<file path="config.mk">
export PLATFORM = sky130hd
export DESIGN_NAME = red_unit
export DESIGN_NICKNAME = d
export VERILOG_FILES = /design/src/rtl/red_unit.sv
export SDC_FILE = /design/constraint.sdc
export NUM_CORES = 1
export LEC_CHECK = 0
export ABC_AREA = 1
export BUFFER_PORTS_ARGS = -buffer_cell sky130_fd_sc_hd__buf_2
export CAP_MARGIN = 30
export CELL_PAD_IN_SITES_DETAIL_PLACEMENT = 0
export CELL_PAD_IN_SITES_GLOBAL_PLACEMENT = 1
export CORE_ASPECT_RATIO = 1.4
export CORE_UTILIZATION = 38
export CTS_CLUSTER_SIZE = 20
export DETAILED_ROUTE_END_ITERATION = 16
export GPL_ROUTABILITY_DRIVEN = 1
export PLACE_DENSITY_LB_ADDON = 0.08
export SYNTH_ARGS = -nofsm -noshare
export SYNTH_HDL_FRONTEND = slang
export SYNTH_SLANG_ARGS = --single-unit
</file>
<file path="constraint.sdc">
create_clock -name clk -period 3.7 [get_ports clk]
set_clock_uncertainty 0.2 [all_clocks]
set_input_delay 0.74 -clock clk [delete_from_list [all_inputs] [get_ports clk]]
set_output_delay 0.74 -clock clk [all_outputs]
set_load 0.05 [all_outputs]
</file>
<file path="src/rtl/red_unit.sv">
// red_unit: multi-cycle lane-sum reduction. Both operands are split into
// LANES lanes of LANE_W bits. One lane pair is accumulated per cycle, and the
// extended sum is returned through a valid/ready handshake.
module red_unit #(
  parameter int DATA_W = 16,
  parameter int LANE_W = 4
) (
  input  logic              clk,
  input  logic              rst,
  input  logic              in_valid,
  output logic              in_ready,
  input  logic [DATA_W-1:0] In1,
  input  logic [DATA_W-1:0] In2,
  input  logic              signed_lanes,
  output logic              out_valid,
  input  logic              out_ready,
  output logic [DATA_W-1:0] Sum,
  output logic              busy
);

  localparam int LANES = DATA_W / LANE_W;
  localparam int IDX_W = $clog2(LANES);
  // Headroom: one bit for the pair add, clog2(LANES) bits for the lane sum.
  localparam int RES_W = LANE_W + 1 + IDX_W;

  if (DATA_W % LANE_W != 0) begin : g_chk_div
    $error("red_unit: DATA_W must be a multiple of LANE_W");
  end
  if (LANES < 2 || (LANES & (LANES - 1)) != 0) begin : g_chk_pow2
    $error("red_unit: LANES must be a power of two and at least 2");
  end
  if (DATA_W < RES_W) begin : g_chk_res
    $error("red_unit: DATA_W must be at least RES_W");
  end

  typedef enum logic [1:0] {S_IDLE, S_ACC, S_DONE} state_e;

  state_e             state_q, state_d;
  logic [DATA_W-1:0]  op1_q, op1_d;
  logic [DATA_W-1:0]  op2_q, op2_d;
  logic               sgn_q, sgn_d;
  logic [RES_W-1:0]   acc_q, acc_d;
  logic [IDX_W-1:0]   idx_q, idx_d;
  logic [DATA_W-1:0]  sum_q, sum_d;

  logic [LANE_W-1:0]  lane1, lane2;
  logic [RES_W-1:0]   acc_nxt;
  logic [DATA_W-1:0]  sum_ext;
  logic               last_lane;

  // Widen one lane to the accumulator width, copying its sign bit only in signed mode.
  function automatic logic [RES_W-1:0] ext_lane(input logic [LANE_W-1:0] lane,
                                                input logic sgn);
    return {{(RES_W - LANE_W){sgn & lane[LANE_W-1]}}, lane};
  endfunction

  // State register; an asynchronous reset discards any in-flight operation.
  always_ff @(posedge clk or posedge rst) begin
    // NOTE: sequential state uses non-blocking (<=) so every register samples pre-edge values.
    if (rst) state_q <= S_IDLE;
    else     state_q <= state_d;
  end

  // Next-state logic: accept, one lane per cycle, then hold until the result is taken.
  always_comb begin
    // NOTE: a default assignment first keeps every path assigned, so no latch is inferred.
    state_d = state_q;
    case (state_q)
      S_IDLE:  if (in_valid)  state_d = S_ACC;
      S_ACC:   if (last_lane) state_d = S_DONE;
      S_DONE:  if (out_ready) state_d = S_IDLE;
      default:                state_d = S_IDLE;
    endcase
  end

  // Handshake and status outputs are decoded from the state alone.
  always_comb begin
    in_ready  = (state_q == S_IDLE);
    out_valid = (state_q == S_DONE);
    busy      = (state_q != S_IDLE);
    Sum       = sum_q;
  end

  // Current lane pair, running sum and the extended result used at completion.
  always_comb begin
    lane1     = op1_q[int'(idx_q) * LANE_W +: LANE_W];
    lane2     = op2_q[int'(idx_q) * LANE_W +: LANE_W];
    acc_nxt   = acc_q + ext_lane(lane1, sgn_q) + ext_lane(lane2, sgn_q);
    last_lane = (idx_q == IDX_W'(LANES - 1));
    // Fill with the sign bit (or zero), then overlay the accumulator; also valid when DATA_W == RES_W.
    sum_ext          = {DATA_W{sgn_q & acc_nxt[RES_W-1]}};
    sum_ext[RES_W-1:0] = acc_nxt;
  end

  // Datapath next state: capture at accept, accumulate in ACC, load Sum on the last lane.
  always_comb begin
    op1_d = op1_q;
    op2_d = op2_q;
    sgn_d = sgn_q;
    acc_d = acc_q;
    idx_d = idx_q;
    sum_d = sum_q;
    case (state_q)
      S_IDLE: begin
        if (in_valid) begin
          op1_d = In1;
          op2_d = In2;
          sgn_d = signed_lanes;
          acc_d = '0;
          idx_d = '0;
        end
      end
      S_ACC: begin
        acc_d = acc_nxt;
        idx_d = idx_q + IDX_W'(1);  // wraps to 0 on the last lane
        if (last_lane) sum_d = sum_ext;
      end
      default: ;
    endcase
  end

  // Datapath registers; all are cleared by reset.
  always_ff @(posedge clk or posedge rst) begin
    if (rst) begin
      op1_q <= '0;
      op2_q <= '0;
      sgn_q <= 1'b0;
      acc_q <= '0;
      idx_q <= '0;
      sum_q <= '0;
    end else begin
      op1_q <= op1_d;
      op2_q <= op2_d;
      sgn_q <= sgn_d;
      acc_q <= acc_d;
      idx_q <= idx_d;
      sum_q <= sum_d;
    end
  end

endmodule

</file>
==> results of run 1 <==
## cells in the final DEF, fill, tap and decap left out, drive strengths merged, types with 2 or more instances in the layout
| cell type | synthesis | routed |
|---|---|---|
| nand2 | 144 | 144 |
| buf | 14 | 57 |
| dfrtp | 52 | 52 |
| inv | 30 | 31 |
| o21ai | 30 | 30 |
| nor2 | 16 | 16 |
| nand3 | 11 | 11 |
| fa | 7 | 7 |
| o22ai | 6 | 6 |
| ha | 6 | 6 |
| clkbuf | 5 | 6 |
| xnor2 | 2 | 2 |
| nand4 | 2 | 2 |
| clkinv | 1 | 2 |
## path summary, 6_finish.rpt
kind,to,slack (ns),cells after the start,startpoint
hold reg to reg,Sum[6]$_DFFE_PP0P_,0.28,2,Sum[6]$_DFFE_PP0P_
setup / recovery,Sum[5]$_DFFE_PP0P_,0.55,10,idx_q[0]$_DFFE_PP0P_
setup reg to reg,Sum[5]$_DFFE_PP0P_,0.55,10,idx_q[0]$_DFFE_PP0P_
hold / removal,op1_q[0]$_DFFE_PP0P_,0.24,2,rst
max in group asynchronous,op1_q[7]$_DFFE_PP0P_,2.29,3,rst
min in group clk,Sum[6]$_DFFE_PP0P_,0.28,2,Sum[6]$_DFFE_PP0P_
## logic make-up (layout without fill, tap and decap cells)
| family | after synthesis | after routing |
|---|---|---|
| AO/OA/AOI/OAI | 39 | 39 |
| flip-flops | 52 | 52 |
| XOR/XNOR | 3 | 3 |
| buffers and inverters | 50 | 96 |
| AND/OR/NAND/NOR | 173 | 173 |
| adder cells (fa/ha/maj) | 13 | 13 |
## per-stage QoR
step / utilization / setup slack, ns
after CTS: 0.448 / 0.550
after global routing: 0.448 / 0.297
final: 0.448 / 0.555
after detailed placement: 0.434 / 0.574
after floorplan: - / 0.888
after global placement: 0.434 / 0.611
## flip-flops by register name, summed over array words and instances, names as in the netlist
register  flops
acc_q         7
idx_q         2
sgn_q         1
op2_q        16
Sum           8
state_q       2
op1_q        16
## final cells by class
| cell class | instances | area, sq um |
|---|---|---|
| clock inverters | 2 | 13.8 |
| flip-flops and latches | 52 | 1300 |
| inverters | 31 | 124 |
| fillers | 763 | 3830 |
| multi-input cells | 228 | 1180 |
| clock buffers | 6 | 82.6 |
| well taps | 95 | 119 |
| repair buffers | 57 | 290 |
## routing by layer
metal / part of all wire / wire length, um / vias up / GRT usage
met5: 0 / 0 / - / 0
met4: 0.013 / 80 / 0 / 0.0533
met2: 0.52 / 3190 / 28 / 0.324
met3: 0.019 / 116 / 6 / 0.0266
li1: - / - / 1107 / -
met1: 0.45 / 2730 / 1002 / 0.215
==> summary.txt, run 1 <==
Synth
  – Largest area contributor in the netlist: dfrtp_1
  – Post-synthesis sequential area ratio: 0.476
  – Most used DFF post-synth: dfrtp_1
  – Synth Warn #: 0
  – Synth Area in Simple Gates: 0.266
  – Post-synth EDFFs: 0
  – Synth Instances: 330
  – Post-synth top area share: 0.476
  – Mux share of post-synthesis cell area: 0
  – Most common cell in the synthesized netlist: nand2_1
  – Synth top area cells: dfrtp_1, nand2_1, fa_1
  – Top cells by count, synth: nand2_1, dfrtp_1, inv_1
  – Syn_area_per_cell: 8.28 sq um
  – Mapped Nets: 380
  – Netlist cell types: 27
  – Synth Area in XOR/XNOR: 0.00962
  – Synth Area in Compound Gates: 0.0765
  – Largest family of logic cells by synthesized area: simple AND/OR/NAND/NOR gates
  – Flops & latches, synth: 52
  – Async S/R FF share, synth: 1.00
  – Mapped cell area: 0.00273 sq mm
  – Post-Synth Adder-Cell Area: 0.0788

Clocking
  – CTS tree: built
  – Root Buffer: clkbuf_8
  – CTS clk-pin slew, worst paths: 0.10 ns
  – Post-CTS Setup Bufs: 0
  – Clk_lat worst skew: 0.31 ns
  – Num CTS Buffers: 5
  – Longest Clk Path Bufs: 2
  – Clk sink count: 52
  – # resized after CTS: 0
  – CTS Hold Bufs: 0
  – H-tree lvl count: 2

Setup path
  – Slowest cell delay on critical path: 0.80 ns
  – CP required: 3.69 ns
  – Startpoint types: flip-flop
  – WS Path Type: flip-flop to flip-flop
  – CP top delay family: adder cells
  – CP max FO: 19
  – CP arrival: 3.14 ns
  – Cell Chain, Critical Path: inv_8 -> o21ai_0 -> o22ai_1 -> fa_1 -> ha_1 -> inv_1 -> fa_1 -> o221ai_1 -> xnor2_1 -> o21ai_1
  – CP most frequent cell: fa_1
  – Worst setup EP type: flip-flop
  – Bufs and invs on worst path: 2
  – Max stage delay cell, worst path: dfrtp_1

Floorplanning
  – FP Rows: 36
  – Die H: 102 um
  – IO Count: 56
  – Core area: 0.00694 sq mm
  – Die area: 0.00754 sq mm
  – Initial core utilization: 0.394
  – Die width: 73.7 um

Timing
  – Final setup TNS: 0 ns
  – Setup-failing EPs final: 0
  – Fmax: 318 MHz
  – Slew Limit Headroom: 0.540
  – Hold WS: 0.236 ns
  – Hold Fails Final Rpt: 0
  – Final period util: 0.850
  – Tmin final: 3.15 ns
  – RSZ-0062 raised after global routing: no
  – Final Max Slew Viols: 0
  – Tightest Pin Transition: 0.689 ns

Cells and area
  – Synthesis-to-layout area growth: 13.8%
  – Final Cell Area: 0.00311 sq mm
  – ANT cells: 0
  – Post-Layout Cell Count: 471
  – Layout cells sized above 1: 0.234
  – Nets: 425

Global routing
  – First-pass GRT wire length: 10.1 mm
  – Total track usage: 0.178
  – Vias in the first global route: 2074
  – Largest net degree at the start of global routing: 37
  – Remaining Overflow, GRT: 0
  – Initial antenna violation count: 0

Detailed routing
  – DR pass1 iterations: 4
  – Vias per std cell: 4.55
  – Initial drt markers: 78
  – Routed len/inst: 13.0 um
  – Final wirelength: 6.11 mm
  – Routed Antenna Nets: 0
  – DRC viols: 0
  – Total number of vias: 2143

Placed design
  – Inst Count DP: 463
  – HPWL Detailed: 4.55 mm
  – Gpl congestion: 0.826
  – Port buffer count: 55
  – Placed cell areas: 0.00301 sq mm

Status
  – Outcome: finished clean

Flow run
  – Max-cap violations: 0

Min path
  – Worst Hold Class: input port to async pin
Power of run 1 is left out: the tool's default activity adds up to more than one toggle a clock period on the data nets, which glitch-free logic cannot reach.
==> inputs of run 2 (changes only) <==
--- a/config.mk
+++ b/config.mk
@@ -5,13 +5,13 @@
 export SDC_FILE = /design/constraint.sdc
 export NUM_CORES = 1
 export LEC_CHECK = 0
-export ABC_AREA = 1
 export BUFFER_PORTS_ARGS = -buffer_cell sky130_fd_sc_hd__buf_2
 export CAP_MARGIN = 30
 export CELL_PAD_IN_SITES_DETAIL_PLACEMENT = 0
 export CELL_PAD_IN_SITES_GLOBAL_PLACEMENT = 1
 export CORE_ASPECT_RATIO = 1.4
 export CORE_UTILIZATION = 38
+export CTS_CLUSTER_DIAMETER = 100
 export CTS_CLUSTER_SIZE = 20
 export DETAILED_ROUTE_END_ITERATION = 16
 export GPL_ROUTABILITY_DRIVEN = 1
==> summary.txt, run 2 <==
Clocking
  – Root Buffer: clkbuf_8
  – CTS clk-pin slew, worst paths: 0.10 ns
  – Longest Clk Path Bufs: 2
  – Clk_lat worst skew: 0.31 ns
  – Num CTS Buffers: 5
  – CTS Hold Bufs: 0
  – Clk sink count: 52
  – CTS tree: built
  – H-tree lvl count: 2

Synth
  – Post-Synth Adder-Cell Area: 0.0800
  – Post-synth top area share: 0.484
  – Largest family of logic cells by synthesized area: simple AND/OR/NAND/NOR gates
  – Largest area contributor in the netlist: dfrtp_1
  – Netlist cell types: 29
  – Syn_area_per_cell: 9.61 sq um
  – Most common cell in the synthesized netlist: nand2_1
  – Mapped cell area: 0.00269 sq mm
  – Mapped Nets: 330
  – Synth Area in XOR/XNOR: 0.0358
  – Synth Instances: 280
  – Synth Warn #: 0
  – Synth Area in Simple Gates: 0.198
  – Synth top area cells: dfrtp_1, nand2_1, mux4_2
  – Mux share of post-synthesis cell area: 0.0837
  – Post-synth EDFFs: 0
  – Most used DFF post-synth: dfrtp_1
  – Async S/R FF share, synth: 1.00
  – Post-synthesis sequential area ratio: 0.484
  – Top cells by count, synth: nand2_1, dfrtp_1, o21ai_0
  – Flops & latches, synth: 52
  – Synth Area in Compound Gates: 0.0577

Detailed routing
  – Initial drt markers: 50
  – Routed Antenna Nets: 0
  – Total number of vias: 1922
  – Routed len/inst: 13.3 um
  – DRC viols: 0
  – Vias per std cell: 4.57
  – DR pass1 iterations: 4
  – Final wirelength: 5.59 mm

Cells and area
  – Synthesis-to-layout area growth: 16.5%
  – Commonest non-fill, non-tap cell in the layout: nand2_1
  – Final core occ: 0.468
  – ANT cells: 0
  – Nets: 378
  – Layout cells sized above 1: 0.261
  – Most frequent cells in the layout: nand2_1, buf_2, dfrtp_1

Floorplanning
  – Core area: 0.00670 sq mm
  – Initial core utilization: 0.401
  – Die H: 102 um
  – FP Rows: 35
  – IO Count: 56
  – Die width: 73.1 um
  – Die area: 0.00742 sq mm

Timing
  – Hold Fails Final Rpt: 0
  – Final Max Slew Viols: 0
  – Setup-failing EPs final: 0
  – Tightest Pin Transition: 0.651 ns
  – Final period util: 0.927
  – Fmax: 292 MHz
  – Slew Limit Headroom: 0.566
  – Tmin final: 3.43 ns
  – Final setup TNS: 0 ns
  – RSZ-0062 raised after global routing: no

Min path
  – Worst hold start: Sum[6]$_DFFE_PP0P_
  – Worst Hold Class: flip-flop to flip-flop

Placed design
  – Port buffer count: 55
  – HPWL Detailed: 4.25 mm
  – Gpl congestion: 0.796

Setup path
  – CP top delay family: simple AND/OR/NAND/NOR gates
  – Reg2Reg Setup Slack: 0.27 ns
  – Slowest cell delay on critical path: 0.55 ns
  – R2R Path Start: idx_q[0]$_DFFE_PP0P_
  – End point of the critical path: Sum[7]$_DFFE_PP0P_
  – CP arrival: 3.41 ns
  – FF-to-FF path depth: 12
  – Max stage delay cell, worst path: mux4_2
  – Cell Chain, Critical Path: mux4_2 -> and2_1 -> inv_1 -> fa_1 -> inv_1 -> ha_1 -> o21ai_1 -> or4b_1 -> nand4_2 -> xnor2_1 -> xor2_1 -> o31ai_2
  – Worst Setup SP: idx_q[0]$_DFFE_PP0P_
  – WS Path Type: flip-flop to flip-flop
  – CP most frequent cell: inv_1
  – Startpoint types: flip-flop
  – CP max FO: 7
  – Number of cells on the critical path: 12
  – FF-to-FF End: Sum[7]$_DFFE_PP0P_
  – Worst setup EP type: flip-flop
  – CP required: 3.68 ns
  – Bufs and invs on worst path: 2

Global routing
  – Total track usage: 0.174
  – Vias in the first global route: 1951
  – First-pass GRT wire length: 9.67 mm
  – Remaining Overflow, GRT: 0
  – Largest net degree at the start of global routing: 33
  – Initial antenna violation count: 0

Status
  – Outcome: finished clean

Flow run
  – Max-cap violations: 0
-- run 2: cell count changes after synthesis, sizes merged, moves of 3 or more --
cell / previous run / this run
xor2: 1 / 8
inv: 30 / 14
mux4: 0 / 9
clkbuf: 5 / 10
buf: 14 / 11
nand2: 144 / 115
nand3: 11 / 5
nor2: 16 / 2
o22ai: 6 / 0
o21ai: 30 / 19
-- run 2: worst reg2reg max path, stage by stage (launching register included) --
cell     delay [ns]
dfrtp_2        0.47
mux4_2         0.55
and2_1         0.20
inv_1          0.07
fa_1           0.41
inv_1          0.07
ha_1           0.17
o21ai_1        0.09
or4b_1         0.49
nand4_2        0.12
xnor2_1        0.18
xor2_1         0.21
o31ai_2        0.07
-- run 2: cells by family after synthesis --
| family | count (synthesis) |
|---|---|
| AND/OR/NAND/NOR | 131 |
| flip-flops | 52 |
| buffers and inverters | 35 |
| AO/OA/AOI/OAI | 27 |
| adder cells (fa/ha/maj) | 13 |
| XOR/XNOR | 11 |
| multiplexers | 11 |
-- run 2: area by class of cell --
| type | instances | area, sq um |
|---|---|---|
| fill | 686 | 3570 |
| clock inverter | 3 | 21.3 |
| clock buffer | 5 | 68.8 |
| multi-input combinational | 193 | 1220 |
| sequential | 52 | 1300 |
| inverter | 14 | 52.6 |
| tap | 92 | 115 |
| timing repair buffer | 62 | 348 |
-- run 2: layer usage --
| layer | vias to the layer above | part of all wire | track usage |
|---|---|---|---|
| met5 | - | 0 | 0 |
| met4 | 0 | 0.012 | 0.0498 |
| met3 | 5 | 0.026 | 0.0308 |
| met2 | 41 | 0.52 | 0.300 |
| met1 | 892 | 0.44 | 0.222 |
| li1 | 984 | - | - |
-- run 2: timing repair --
action                                  in CTS  in global routing
setup buffers                                0                  0
gates resized for setup                      0                  2
endpoints found under the setup margin       0                  2
-- run 2: worst min path at each step --
stage	to	slack [ns]	cells past startpoint
2_1_floorplan	op1_q[5]$_DFFE_PP0P_	0.24	2
3_5_place_dp	op1_q[6]$_DFFE_PP0P_	0.26	2
3_3_place_gp	op1_q[0]$_DFFE_PP0P_	0.25	2
6_report	Sum[6]$_DFFE_PP0P_	0.28	2
5_1_grt	Sum[6]$_DFFE_PP0P_	0.30	2
4_1_cts	Sum[6]$_DFFE_PP0P_	0.29	2
-- run 2: per-stage QoR --
| step | cells | instance area (sq um) | hold slack (ns) | setup WS, ns |
|---|---|---|---|---|
| 6_report | 421 | 3130 | 0.283 | 0.270 |
| 4_1_cts | 421 | 3130 | 0.289 | 0.144 |
| 2_1_floorplan | 280 | 2690 | 0.240 | 0.300 |
| 5_1_grt | 421 | 3130 | 0.303 | 0.0630 |
| 3_5_place_dp | 413 | 3040 | 0.263 | 0.181 |
| 3_3_place_gp | 412 | 3010 | 0.253 | 0.241 |
Power of run 2 is left out for the same reason.
